`src/rtl/mode_sequencer.sv`:
```
// Operating-mode sequencer: edge-detects debounced buttons, previews a mode and commits it
// to the pipeline over valid/ready, draining the pipeline first when it is running.
// Optional long-press soft clear is built when MODE_SEQ_LONG_PRESS_EN is defined.
module mode_sequencer #(
    parameter int CLK_FREQ_HZ   = 100_000_000,
    parameter int NUM_MODES     = 4,
    parameter int DRAIN_CYCLES  = 16,
    parameter int LONG_PRESS_MS = 1000,
    localparam int MW = $clog2(NUM_MODES)
) (
    input  logic          clk,
    input  logic          rst,
    input  logic          btn_next_db,
    input  logic          btn_prev_db,
    input  logic          btn_apply_db,
    input  logic          run_sw_db,
    input  logic          cfg_ready,
    output logic [MW-1:0] mode_sel,
    output logic [MW-1:0] cfg_mode,
    output logic          cfg_valid,
    output logic          pipeline_en,
    output logic          busy,
    output logic          soft_clear
);

    localparam int DW = (DRAIN_CYCLES > 1) ? $clog2(DRAIN_CYCLES) : 1;
    localparam longint HOLD_TICKS = longint'(LONG_PRESS_MS) * longint'(CLK_FREQ_HZ) / 1000;
    localparam logic [MW-1:0] LAST_MODE  = MW'(NUM_MODES - 1);
    localparam logic [DW-1:0] DRAIN_LOAD = DW'(DRAIN_CYCLES - 1);

    if (NUM_MODES < 2 || DRAIN_CYCLES < 1 || HOLD_TICKS < 1) begin : g_param_check
        $error("mode_sequencer: invalid parameter set");
    end

    typedef enum logic [1:0] {
        S_STOP  = 2'd0,
        S_RUN   = 2'd1,
        S_DRAIN = 2'd2,
        S_ISSUE = 2'd3
    } state_t;

    state_t        state;
    state_t        state_nxt;
    logic          btn_next_p1;
    logic          btn_prev_p1;
    logic          btn_apply_p1;
    logic          next_edge;
    logic          prev_edge;
    logic          apply_edge;
    logic [MW-1:0] mode_sel_r;
    logic [MW-1:0] mode_sel_nxt;
    logic [MW-1:0] cfg_mode_r;
    logic [MW-1:0] cfg_mode_nxt;
    logic          configured;
    logic          configured_nxt;
    logic [DW-1:0] drain_cnt;
    logic [DW-1:0] drain_cnt_nxt;
    logic          long_hit;

    function automatic logic [MW-1:0] mode_inc(input logic [MW-1:0] m);
        return (m == LAST_MODE) ? '0 : m + 1'b1;
    endfunction

    function automatic logic [MW-1:0] mode_dec(input logic [MW-1:0] m);
        return (m == '0) ? LAST_MODE : m - 1'b1;
    endfunction

    // Previous levels reset high so a button held through reset needs a release first.
    assign next_edge  = btn_next_db  & ~btn_next_p1;
    assign prev_edge  = btn_prev_db  & ~btn_prev_p1;
    assign apply_edge = btn_apply_db & ~btn_apply_p1;

`ifdef MODE_SEQ_LONG_PRESS_EN
    localparam int HW = $clog2(HOLD_TICKS + 1);
    localparam logic [HW-1:0] HOLD_LAST = HW'(HOLD_TICKS - 1);
    localparam logic [HW-1:0] HOLD_FULL = HW'(HOLD_TICKS);

    logic [HW-1:0] hold_cnt;
    logic          soft_clear_r;
    logic          hold_active;

    assign hold_active = (state == S_STOP) || (state == S_RUN);
    assign long_hit    = hold_active & btn_apply_db & (hold_cnt == HOLD_LAST);
    assign soft_clear  = soft_clear_r;

    // Saturating hold timer; frozen while a reconfiguration is in flight.
    always_ff @(posedge clk or posedge rst) begin
        if (rst) begin
            hold_cnt     <= '0;
            soft_clear_r <= 1'b0;
        end else begin
            soft_clear_r <= long_hit;
            if (hold_active) begin
                if (!btn_apply_db) begin
                    hold_cnt <= '0;
                end else if (hold_cnt != HOLD_FULL) begin
                    hold_cnt <= hold_cnt + 1'b1;
                end
            end
        end
    end
`else
    assign long_hit   = 1'b0;
    assign soft_clear = 1'b0;
`endif

    always_comb begin
        state_nxt      = state;
        mode_sel_nxt   = mode_sel_r;
        cfg_mode_nxt   = cfg_mode_r;
        configured_nxt = configured;
        drain_cnt_nxt  = drain_cnt;

        if (next_edge && !prev_edge) begin
            mode_sel_nxt = mode_inc(mode_sel_r);
        end else if (prev_edge && !next_edge) begin
            mode_sel_nxt = mode_dec(mode_sel_r);
        end

        unique case (state)
            S_STOP: begin
                if (apply_edge) begin
                    cfg_mode_nxt = mode_sel_r;
                    state_nxt    = S_ISSUE;
                end else if (run_sw_db && configured) begin
                    state_nxt = S_RUN;
                end
            end
            S_RUN: begin
                if (apply_edge) begin
                    drain_cnt_nxt = DRAIN_LOAD;
                    state_nxt     = S_DRAIN;
                end else if (!run_sw_db) begin
                    state_nxt = S_STOP;
                end
            end
            S_DRAIN: begin
                if (drain_cnt == '0) begin
                    cfg_mode_nxt = mode_sel_r;
                    state_nxt    = S_ISSUE;
                end else begin
                    drain_cnt_nxt = drain_cnt - 1'b1;
                end
            end
            S_ISSUE: begin
                // The run switch is only looked at when the offer is accepted.
                if (cfg_ready) begin
                    configured_nxt = 1'b1;
                    state_nxt      = run_sw_db ? S_RUN : S_STOP;
                end
            end
            default: state_nxt = S_STOP;
        endcase

        if (long_hit) begin
            configured_nxt = 1'b0;
            mode_sel_nxt   = '0;
            state_nxt      = S_STOP;
        end
    end

    always_ff @(posedge clk or posedge rst) begin
        if (rst) begin
            state <= S_STOP;
        end else begin
            state <= state_nxt;
        end
    end

    always_ff @(posedge clk or posedge rst) begin
        if (rst) begin
            btn_next_p1  <= 1'b1;
            btn_prev_p1  <= 1'b1;
            btn_apply_p1 <= 1'b1;
            mode_sel_r   <= '0;
            cfg_mode_r   <= '0;
            configured   <= 1'b0;
            drain_cnt    <= '0;
        end else begin
            btn_next_p1  <= btn_next_db;
            btn_prev_p1  <= btn_prev_db;
            btn_apply_p1 <= btn_apply_db;
            mode_sel_r   <= mode_sel_nxt;
            cfg_mode_r   <= cfg_mode_nxt;
            configured   <= configured_nxt;
            drain_cnt    <= drain_cnt_nxt;
        end
    end

    // Outputs decode registered state only, so cfg_ready never reaches cfg_valid combinationally.
    assign mode_sel    = mode_sel_r;
    assign cfg_mode    = cfg_mode_r;
    assign cfg_valid   = (state == S_ISSUE);
    assign pipeline_en = (state == S_RUN);
    assign busy        = (state == S_DRAIN) || (state == S_ISSUE);

endmodule

```
`config.mk`:
```
export PLATFORM = sky130hd
export DESIGN_NAME = mode_sequencer
export DESIGN_NICKNAME = d
export VERILOG_FILES = /design/src/rtl/mode_sequencer.sv
export SDC_FILE = /design/constraint.sdc
export NUM_CORES = 1
export LEC_CHECK = 0
export ABC_AREA = 1
export BUFFER_PORTS_ARGS = -buffer_cell sky130_fd_sc_hd__buf_2
export CORE_ASPECT_RATIO = 1.1
export CORE_MARGIN = 2
export CORE_UTILIZATION = 40
export CTS_BUF_LIST = sky130_fd_sc_hd__clkbuf_2 sky130_fd_sc_hd__clkbuf_4 sky130_fd_sc_hd__clkbuf_8
export DETAILED_ROUTE_END_ITERATION = 8
export SLEW_MARGIN = 20
export SYNTH_ARGS = -nofsm -noshare
export SYNTH_HDL_FRONTEND = slang
export SYNTH_SLANG_ARGS = --single-unit
```
`constraint.sdc`:
```
create_clock -name clk -period 2.1 [get_ports clk]
set_input_delay 0.42 -clock clk [delete_from_list [all_inputs] [get_ports clk]]
set_output_delay 0.42 -clock clk [all_outputs]
set_load 0.02 [all_outputs]
```
==> run_results.csv, run 1 <==
group,metric,value,unit
placed_design,detailed_place_hpwl,1150,um
logic_synthesis,share_of_the_synthesized_area_in_the_top_cell_type,0.323,
sta,rsz0062_at_grt,"no",
sta,final_setup_margin,0.127,ns
routing,route.detailed.drc,0,
clock_network,cell_at_the_root_of_the_clock_tree,"sky130_fd_sc_hd__clkbuf_4",
hold_path,hold_path_class,"in -> async",
clock_network,ctsResizeCount,0,
cells_and_area,drive_above_1_share,0.217,
routing,number_of_search_and_repair_iterations_in_the_first_detailed_routing_pass,4,
power,vdd.ir_drop.worst,825,uV
placed_design,number_of_buffer_cells_added_on_primary_ports,13,
global_routing,global_route.usage.total,0.139,
global_routing,largest_net_degree_at_the_start_of_global_routing,15,
sta,maximum_clock_frequency,0.507,GHz
floorplanning,area_of_the_core,2020,sq um
clock_network,cts.sink_count,14,
run_status,run_status,"completed",
logic_synthesis,synth_cells,104,
worst_setup_path,critical_path.cell_chain,"inv_1 > ha_1 > or2_2 > buf_2",
logic_synthesis,synth_top_flop_cell,"sky130_fd_sc_hd__dfrtp_1",
placed_design,detailedPlace.worstSlack,0.442,ns
clock_network,insertion_delay,0.28,ns
cells_and_area,antenna_cells_inserted,0,
power,leakage,0.551,nW
worst_setup_path,slowest_delay,0.42,ns
sta,slew_violations,0,
worst_setup_path,critPathMaxFanout,6,
clock_network,clock_edge_transition_at_the_registers_on_the_reported_setup_and_hold_paths,0.08,ns
cells_and_area,postLayoutCoreUtil,0.486,
worst_setup_path,reg2reg_to,"cfg_mode[1]",
floorplanning,io_pins,15,
cells_and_area,fin_cells,148,
routing,first_iter_violations,12,
floorplanning,placement_rows,17,
global_routing,grt_pass1_vias,586,
floorplanning,die_h,52.4,um
sta,setup_viol_count_final,0,
routing,detailroute.via_count,684,
sta,final.setup_skew,0.000808,ns
logic_synthesis,yosys_warning_count,0,
worst_setup_path,launch_point_of_the_worst_reg_to_reg_path,"state[0]",
routing,final_routed_wirelength_across_all_metal_layers,1420,um
sta,setup-tns-final,0,ns
floorplanning,die_area,2520,sq um
global_routing,grt_remaining_overflow,0,
clock_network,cts_hold_repair.buffers,0,
cells_and_area,layout.nets,139,
worst_setup_path,worst-endpoint-required,1.68,ns
sta,finalHoldViolations,0,
logic_synthesis,syn_nets,122,
clock_network,tritoncts_clock_tree,"done",
sta,worst_slew_margin_rel,0.642,
logic_synthesis,synth_edf_count,0,
worst_setup_path,critPathSlowestCell,"sky130_fd_sc_hd__dfrtp_1",
power,power.density,1460,nW/um^2
clock_network,cts_made_buffers,3,
worst_setup_path,worst_case_reg_to_reg_path_depth,7,
cells_and_area,area_delta_synth_final,15.1,%
logic_synthesis,syn_area_per_cell,8.20,sq um
worst_setup_path,critical_path.endpoint_type,"output pin",
routing,via_per_inst,4.62,
worst_setup_path,critical_path_arrival,1.55,ns
power,p_int,0.776,mW
worst_setup_path,timing.critical_path.max_delay_family,"flip-flops",
logic_synthesis,post_synth_main_area_contributors,"sky130_fd_sc_hd__dfrtp_1 32%, sky130_fd_sc_hd__ha_1 16%, sky130_fd_sc_hd__nand2_1 15%, sky130_fd_sc_hd__dfstp_2 9.2%, sky130_fd_sc_hd__inv_1 6.2%",
logic_synthesis,async_flop_share,1.00,
clock_network,clock_tree.buffer_depth,2,
power,power.combinational.fraction,0.529,
power,power.switching_fraction,0.460,
clock_network,clock_tree.htree_level_count,1,
run,max_cap_violation_count,0,
routing,antenna_left,0,
floorplanning,die_w,48.0,um
placed_design,place.gp.congestion,0.799,
logic_synthesis,yosysSeqAreaShare,0.415,
logic_synthesis,synthesis.area,853,sq um
power,post-layout-total-power,1.44,mW
global_routing,grt_first_pass_wirelength,2440,um
worst_setup_path,timing.critical_path.buf_inv,2,
routing,post_drt_wl_per_cell,9.61,um
placed_design,post-place-cells,144,
sta,share_of_the_clock_period_used_by_the_worst_path_after_layout,0.940,
sta,period_needed,1.97,ns
logic_synthesis,synth_cell_type_count,20,
global_routing,grt_antenna_before_repair,0,
worst_setup_path,reg2reg_setup_slack,0.63,ns
logic_synthesis,synthDominantAreaCellType,"sky130_fd_sc_hd__dfrtp_1",
power,power_switching,0.661,mW
worst_setup_path,path_class,"reg -> out",
worst_setup_path,setup.worst_path.start_class,"register",
sta,worstMarginPinSlew,0.536,ns
floorplanning,floorplan.initialDensity,0.422,
clock_network,postCtsSetupRepairBufs,0,
power,power.share.clock,0.136,
power,seqPwrFrac,0.336,
logic_synthesis,ys_seq_elements,14,
## state kept, by name, summed over array words and instances (netlist names)
signal        flops
configured        1
state             2
btn_apply_p1      1
drain_cnt         4
btn_next_p1       1
mode_sel          2
cfg_mode          2
btn_prev_p1       1
## cell families (layout without fill, tap and decap cells)
kind of cell	after synthesis	count (layout)	share of synthesized area
buf+inv	15	31	0.0704
other cells	1	1	0.00439
flops	14	14	0.415
compound gates	14	14	0.0909
fa+ha+maj	11	11	0.161
simple gates	48	48	0.248
xor+xnor	1	1	0.0103
## synthesized netlist by cell type, types with 2 or more instances
master                     instances
sky130_fd_sc_hd__a21oi_1           2
sky130_fd_sc_hd__dfrtp_1          11
sky130_fd_sc_hd__dfstp_2           3
sky130_fd_sc_hd__ha_1             11
sky130_fd_sc_hd__inv_1            14
sky130_fd_sc_hd__nand2_1          33
sky130_fd_sc_hd__nand2_2           2
sky130_fd_sc_hd__nand3_1           4
sky130_fd_sc_hd__nand3b_1          2
sky130_fd_sc_hd__nor2_1            3
sky130_fd_sc_hd__nor2_2            2
sky130_fd_sc_hd__o21ai_0           7
sky130_fd_sc_hd__o21ai_1           2
sky130_fd_sc_hd__o21bai_1          2
## how the worst max path moves through the flow
stage	start	endpoint	slack [ns]	cells past startpoint
finish	state[0]	busy	0.13	4
global route	state[0]	busy	0.04	4
CTS	state[0]	busy	0.12	4
detailed placement	state[0]	busy	0.44	4
global placement	state[0]	busy	0.47	4
floorplan	state[0]	busy	0.60	3
## power groups by stage
| stage | Combinational (mW) | Clock (mW) | Sequential [mW] |
|---|---|---|---|
| floorplan | 0.553 | 0 | 0.515 |
| CTS | 0.769 | 0.202 | 0.484 |
| finish | 0.760 | 0.195 | 0.482 |
| global route | 0.894 | 0.214 | 0.499 |
| detailed placement | 0.765 | 0 | 0.488 |
| global placement | 0.754 | 0 | 0.483 |
## routing by layer
layer  vias to the layer above  part of all wire  global-route usage  wire length (um)
met5                         -                 0                   0                 0
met4                         0             0.017              0.0676                24
met3                         3             0.030              0.0310                42
met2                        14              0.46               0.202               650
met1                       308              0.50               0.190               706
li1                        359                 -                   -                 -
## cells in the final DEF, fill, tap and decap left out
master,netlist,final
sky130_fd_sc_hd__nand2_1,33,33
sky130_fd_sc_hd__inv_1,14,14
sky130_fd_sc_hd__buf_2,0,13
sky130_fd_sc_hd__ha_1,11,11
sky130_fd_sc_hd__dfrtp_1,11,11
sky130_fd_sc_hd__o21ai_0,7,7
sky130_fd_sc_hd__nand3_1,4,4
sky130_fd_sc_hd__nor2_1,3,3
sky130_fd_sc_hd__dfstp_2,3,3
sky130_fd_sc_hd__clkbuf_4,0,3
sky130_fd_sc_hd__nor2_2,2,2
sky130_fd_sc_hd__a21oi_1,2,2
sky130_fd_sc_hd__nand2_2,2,2
sky130_fd_sc_hd__o21bai_1,2,2
sky130_fd_sc_hd__nand3b_1,2,2
sky130_fd_sc_hd__o21ai_1,2,2
sky130_fd_sc_hd__nand3_2,1,1
sky130_fd_sc_hd__a21o_1,1,1
sky130_fd_sc_hd__or2_2,1,1
sky130_fd_sc_hd__xor2_1,1,1
sky130_fd_sc_hd__conb_1,1,1
sky130_fd_sc_hd__clkbuf_8,0,1
## stage by stage
stage	area, sq um	hold slack, ns
floorplan	853	0.307
global placement	946	0.443
detailed placement	946	0.456
CTS	982	0.179
global route	982	0.212
finish	982	0.162
## cell type report
type                    count  area, sq um
fillers                   208         1040
inverters                  14         52.6
multi-input cells          75          439
clock buffers               4         36.3
well taps                  28         35.0
repair buffers             13         65.1
flip-flops and latches     14          354
No activity file was read; power rests on OpenSTA's default activity.
==> run 2: changes to the inputs <==
==> constraint.sdc (replaced) <==
create_clock -name clk -period 2.1 [get_ports clk]
set_input_delay 0.315 -clock clk [delete_from_list [all_inputs] [get_ports clk]]
set_output_delay 0.315 -clock clk [all_outputs]
set_load 0.02 [all_outputs]
==> run 2 against run 1 <==
Net effect: count of clock-buffer cells in the layout unchanged; largest power group unchanged; fmax increased by 6.3%; final cell count unchanged; utilization unchanged.
==> run_results.csv, run 2 (synthesis gave the netlist of run 1 again) <==
group,metric,value,unit
cells_and_area,flip_flop_count_of_the_largest_register_after_layout,4,
routing,first_iter_violations,9,
run_status,run_status,"completed",
placed_design,detailedPlace.worstSlack,0.550,ns
routing,route.detailed.drc,0,
cells_and_area,fin_cells,148,
worst_setup_path,critPathSlowestCell,"sky130_fd_sc_hd__dfrtp_1",
hold_path,hold_path_class,"in -> async",
floorplanning,placement_rows,17,
clock_network,cts.sink_count,14,
sta,setup-tns-final,0,ns
worst_setup_path,critical_path.cell_chain,"inv_1 > ha_1 > or2_2 > buf_2",
routing,post_drt_wl_per_cell,9.41,um
global_routing,grt_first_pass_wirelength,2450,um
worst_setup_path,worst-endpoint-required,1.78,ns
sta,maximum_clock_frequency,0.538,GHz
routing,final_routed_wirelength_across_all_metal_layers,1390,um
routing,via_per_inst,4.49,
sta,finalHoldViolations,0,
clock_network,clock_tree.buffer_depth,2,
global_routing,grt_remaining_overflow,0,
floorplanning,floorplan.initialDensity,0.422,
sta,period_needed,1.86,ns
global_routing,global_route.usage.total,0.138,
routing,antenna_left,0,
global_routing,grt_antenna_before_repair,0,
power,power.density,1460,nW/um^2
sta,setup_viol_count_final,0,
sta,share_of_the_clock_period_used_by_the_worst_path_after_layout,0.884,
floorplanning,die_w,48.0,um
clock_network,cts_made_buffers,3,
power,vdd.ir_drop.worst,687,uV
cells_and_area,fillers,218,
run,max_cap_violation_count,0,
clock_network,cts_hold_repair.buffers,0,
power,seqPwrFrac,0.337,
sta,final_setup_margin,0.243,ns
clock_network,tritoncts_clock_tree,"done",
cells_and_area,antenna_cells_inserted,0,
power,power.combinational.fraction,0.528,
placed_design,number_of_buffer_cells_added_on_primary_ports,13,
worst_setup_path,path_class,"reg -> out",
worst_setup_path,critical_path_arrival,1.54,ns
global_routing,grt_pass1_vias,622,
worst_setup_path,setup.worst_path.start_class,"register",
sta,worstMarginPinSlew,0.535,ns
worst_setup_path,critPathMaxFanout,6,
clock_network,clock_tree.htree_level_count,1,
clock_network,insertion_delay,0.28,ns
floorplanning,io_pins,15,
cells_and_area,area_delta_synth_final,15.1,%
routing,detailroute.via_count,665,
clock_network,ctsResizeCount,0,
power,power.share.clock,0.135,
clock_network,clock_edge_transition_at_the_registers_on_the_reported_setup_and_hold_paths,0.09,ns
clock_network,cell_at_the_root_of_the_clock_tree,"sky130_fd_sc_hd__clkbuf_4",
sta,slew_violations,0,
floorplanning,area_of_the_core,2020,sq um
floorplanning,die_area,2520,sq um
routing,number_of_search_and_repair_iterations_in_the_first_detailed_routing_pass,3,
cells_and_area,drive_above_1_share,0.217,
floorplanning,die_h,52.4,um
sta,worst_slew_margin_rel,0.643,
worst_setup_path,slowest_delay,0.42,ns
placed_design,post-place-cells,144,
worst_setup_path,critical_path.endpoint_type,"output pin",
placed_design,place.gp.congestion,0.811,
clock_network,postCtsSetupRepairBufs,0,
cells_and_area,largest-register,"drain_cnt",
power,power_switching,0.653,mW
power,power.switching_fraction,0.456,
global_routing,largest_net_degree_at_the_start_of_global_routing,15,
sta,rsz0062_at_grt,"no",
cells_and_area,layout_commonest_cell,"sky130_fd_sc_hd__nand2_1",
power,leakage,0.551,nW
cells_and_area,layout.cells.most_common_list,"33 x sky130_fd_sc_hd__nand2_1, 14 x sky130_fd_sc_hd__inv_1, 13 x sky130_fd_sc_hd__buf_2, 11 x sky130_fd_sc_hd__ha_1, 11 x sky130_fd_sc_hd__dfrtp_1",
placed_design,detailed_place_hpwl,1130,um
cells_and_area,layout.nets,139,
power,p_int,0.778,mW
sta,final.setup_skew,0.00723,ns
## run 2: cell counts in the layout (fill, tap and decap cells not counted)
No cell type changed its count.
## run 2: stage by stage
stage	total power [mW]	utilization	hold WS [ns]	cell area, sq um
2_1_floorplan	1.07	-	0.202	853
3_3_place_gp	1.24	0.468	0.388	946
3_5_place_dp	1.25	0.468	0.390	946
4_1_cts	1.45	0.486	0.0791	982
5_1_grt	1.60	0.486	0.116	982
6_report	1.43	0.486	0.0585	982
## run 2: critical path, delay by kind of cell (launching register included)
kind | cells | cell delay [ns]
flip-flops | 1 | 0.42
buffers and inverters | 2 | 0.30
AND/OR/NAND/NOR | 1 | 0.29
adder cells (fa/ha/maj) | 1 | 0.26
## run 2: worst paths after layout
check / from / to / slack [ns] / cells after the start
min: rst / mode_sel[0] / 0.06 / 2
max: state[0] / busy / 0.24 / 4
min reg2reg: configured / configured / 0.46 / 1
max reg2reg: state[0] / cfg_mode[0] / 0.69 / 7
min in group clk: btn_next_db / btn_next_p1 / 0.14 / 1
max in group asynchronous: rst / btn_apply_p1 / 1.67 / 2
## run 2: routing by layer
| layer | part of all wire | global-route usage |
|---|---|---|
| met5 | 0 | 0 |
| met4 | 0.011 | 0.0541 |
| met3 | 0.028 | 0.0310 |
| met2 | 0.46 | 0.216 |
| met1 | 0.50 | 0.182 |
## run 2: cell type report
cell class	count	area [sq um]	share of cell area
Inverter	14	52.6	0.0535
Timing Repair Buffer	13	65.1	0.0662
Tap cell	28	35.0	0.0357
Sequential cell	14	354	0.361
Clock buffer	4	36.3	0.0369
Multi-Input combinational cell	75	439	0.447
## run 2: power groups by stage
stage / Sequential (mW) / Clock [mW] / Combinational, mW
2_1_floorplan: 0.515 / 0 / 0.553
3_3_place_gp: 0.484 / 0 / 0.754
3_5_place_dp: 0.487 / 0 / 0.763
4_1_cts: 0.483 / 0.202 / 0.766
5_1_grt: 0.503 / 0.211 / 0.890
6_report: 0.482 / 0.193 / 0.756
==> run 3: changes to the inputs <==
--- a/config.mk
+++ b/config.mk
@@ -8,7 +8,7 @@
 export ABC_AREA = 1
 export BUFFER_PORTS_ARGS = -buffer_cell sky130_fd_sc_hd__buf_2
 export CORE_ASPECT_RATIO = 1.1
-export CORE_MARGIN = 2
+export CORE_MARGIN = 4
 export CORE_UTILIZATION = 40
 export CTS_BUF_LIST = sky130_fd_sc_hd__clkbuf_2 sky130_fd_sc_hd__clkbuf_4 sky130_fd_sc_hd__clkbuf_8
 export DETAILED_ROUTE_END_ITERATION = 8
==> run 3 against run 2 <==
Net effect: critical path depth unchanged; sequential share of layout area stayed put; via count grew 0.45%; utilization did not move; combinational power is 0.5% higher; fmax is 0.68% lower; count of clock-buffer cells in the layout unchanged; global-route usage decreased by 2.6 points; wire length up 5.8%; total power up 0.41%; critical path type unchanged; largest power group unchanged.
==> run_results.csv, run 3 (synthesis gave the netlist of run 1 again) <==
group,metric,value,unit
global_routing,grt_remaining_overflow,0,
sta,setup-tns-final,0,ns
cells_and_area,fin_cells,148,
floorplanning,io_pins,15,
cells_and_area,layout_commonest_cell,"sky130_fd_sc_hd__nand2_1",
clock_network,insertion_delay,0.28,ns
hold_path,hold_path_class,"in -> async",
sta,finalHoldWorstSlack,0.0542,ns
clock_network,cts.sink_count,14,
routing,first_iter_violations,12,
floorplanning,die_h,56.4,um
clock_network,postCtsSetupRepairBufs,0,
clock_network,cell_at_the_root_of_the_clock_tree,"sky130_fd_sc_hd__clkbuf_4",
worst_setup_path,setup.worst_path.start_class,"register",
placed_design,place_area,946,sq um
global_routing,largest_net_degree_at_the_start_of_global_routing,15,
clock_network,clock_edge_transition_at_the_registers_on_the_reported_setup_and_hold_paths,0.09,ns
worst_setup_path,worst-endpoint-required,1.78,ns
sta,maximum_clock_frequency,0.535,GHz
floorplanning,area_of_the_core,2020,sq um
run,max_cap_violation_count,0,
power,leakage,0.551,nW
global_routing,global_route.usage.total,0.113,
placed_design,detailedPlace.worstSlack,0.540,ns
sta,share_of_the_clock_period_used_by_the_worst_path_after_layout,0.890,
sta,worst_slew_margin_rel,0.645,
sta,rsz0062_at_grt,"no",
placed_design,post-place-cells,144,
cells_and_area,ff_latch_area,354,sq um
sta,finalHoldViolations,0,
sta,final_setup_margin,0.230,ns
sta,slew_violations,0,
worst_setup_path,critPathMaxFanout,6,
sta,setup_viol_count_final,0,
cells_and_area,layout.nets,139,
clock_network,cts_made_buffers,3,
cells_and_area,flip_flop_count_of_the_largest_register_after_layout,4,
sta,period_needed,1.87,ns
placed_design,place.gp.congestion,0.773,
worst_setup_path,path_class,"reg -> out",
worst_setup_path,reg2reg_setup_slack,0.68,ns
cells_and_area,fillers,223,
cells_and_area,area_delta_synth_final,15.1,%
routing,route.detailed.drc,0,
worst_setup_path,critical_path.endpoint_type,"output pin",
power,power.density,1460,nW/um^2
clock_network,cts_hold_repair.buffers,0,
cells_and_area,total_area_of_multi_input_combinational_cells,439,sq um
routing,number_of_search_and_repair_iterations_in_the_first_detailed_routing_pass,5,
floorplanning,floorplan.initialDensity,0.422,
power,vdd.ir_drop.worst,738,uV
routing,detailroute.via_count,668,
floorplanning,die_w,52.0,um
clock_network,clock_tree.buffer_depth,2,
cells_and_area,antenna_cells_inserted,0,
floorplanning,die_area,2940,sq um
floorplanning,placement_rows,17,
routing,antenna_left,0,
clock_network,tritoncts_clock_tree,"done",
clock_network,clock_tree.htree_level_count,1,
routing,via_per_inst,4.51,
cells_and_area,largest-register,"drain_cnt",
sta,final.setup_skew,0.00277,ns
routing,final_routed_wirelength_across_all_metal_layers,1470,um
global_routing,grt_pass1_vias,591,
placed_design,detailed_place_hpwl,1210,um
cells_and_area,drive_above_1_share,0.217,
placed_design,number_of_buffer_cells_added_on_primary_ports,13,
worst_setup_path,critical_path_arrival,1.55,ns
clock_network,ctsResizeCount,0,
cells_and_area,layout.cells.most_common_list,"33 x sky130_fd_sc_hd__nand2_1, 14 x sky130_fd_sc_hd__inv_1, 13 x sky130_fd_sc_hd__buf_2, 11 x sky130_fd_sc_hd__ha_1, 11 x sky130_fd_sc_hd__dfrtp_1",
global_routing,grt_antenna_before_repair,0,
global_routing,grt_first_pass_wirelength,2480,um
sta,worstMarginPinSlew,0.531,ns
routing,post_drt_wl_per_cell,9.96,um
run_status,run_status,"completed",
cells_and_area,post_route_cell_area,982,sq um
-- run 3: cell counts in the layout (fill, tap and decap cells not counted) --
No cell type changed its count.
-- run 3: power by group --
group,leakage (nW),internal [mW],switching (mW),total (mW)
Sequential,0.160,0.384,0.0972,0.481
Combinational,0.370,0.288,0.472,0.760
Clock,0.0210,0.106,0.0901,0.196
Total,0.551,0.777,0.659,1.44
-- run 3: worst max-delay path, cell delays in order (launching register included) --
cell                      delay (ns)
sky130_fd_sc_hd__dfrtp_1        0.42
sky130_fd_sc_hd__inv_1          0.14
sky130_fd_sc_hd__ha_1           0.25
sky130_fd_sc_hd__or2_2          0.30
sky130_fd_sc_hd__buf_2          0.16
-- run 3: area by class of cell --
cell class | instances | share of cell area
well taps | 28 | 0.0357
flip-flops and latches | 14 | 0.361
repair buffers | 13 | 0.0662
clock buffers | 4 | 0.0369
multi-input cells | 75 | 0.447
inverters | 14 | 0.0535
-- run 3: worst paths after layout --
check	start	depth (start not counted)	end
min in group clk	btn_next_db	1	btn_next_p1
max reg2reg	state[0]	7	cfg_mode[1]
max	state[0]	4	busy
min	rst	2	mode_sel[0]
min reg2reg	configured	1	configured
max in group asynchronous	rst	2	btn_apply_p1
-- run 3: metal layers --
layer	part of all wire	wire [um]	track usage
met1	0.42	624	0.155
met2	0.50	740	0.162
met3	0.060	89	0.0345
met4	0.013	19	0.0449
met5	0	0	0
-- run 3: per-stage QoR --
step | total power, mW | utilization
after floorplan | 1.07 | -
after global placement | 1.24 | 0.468
after detailed placement | 1.26 | 0.468
after CTS | 1.46 | 0.486
after global routing | 1.59 | 0.486
final | 1.44 | 0.486
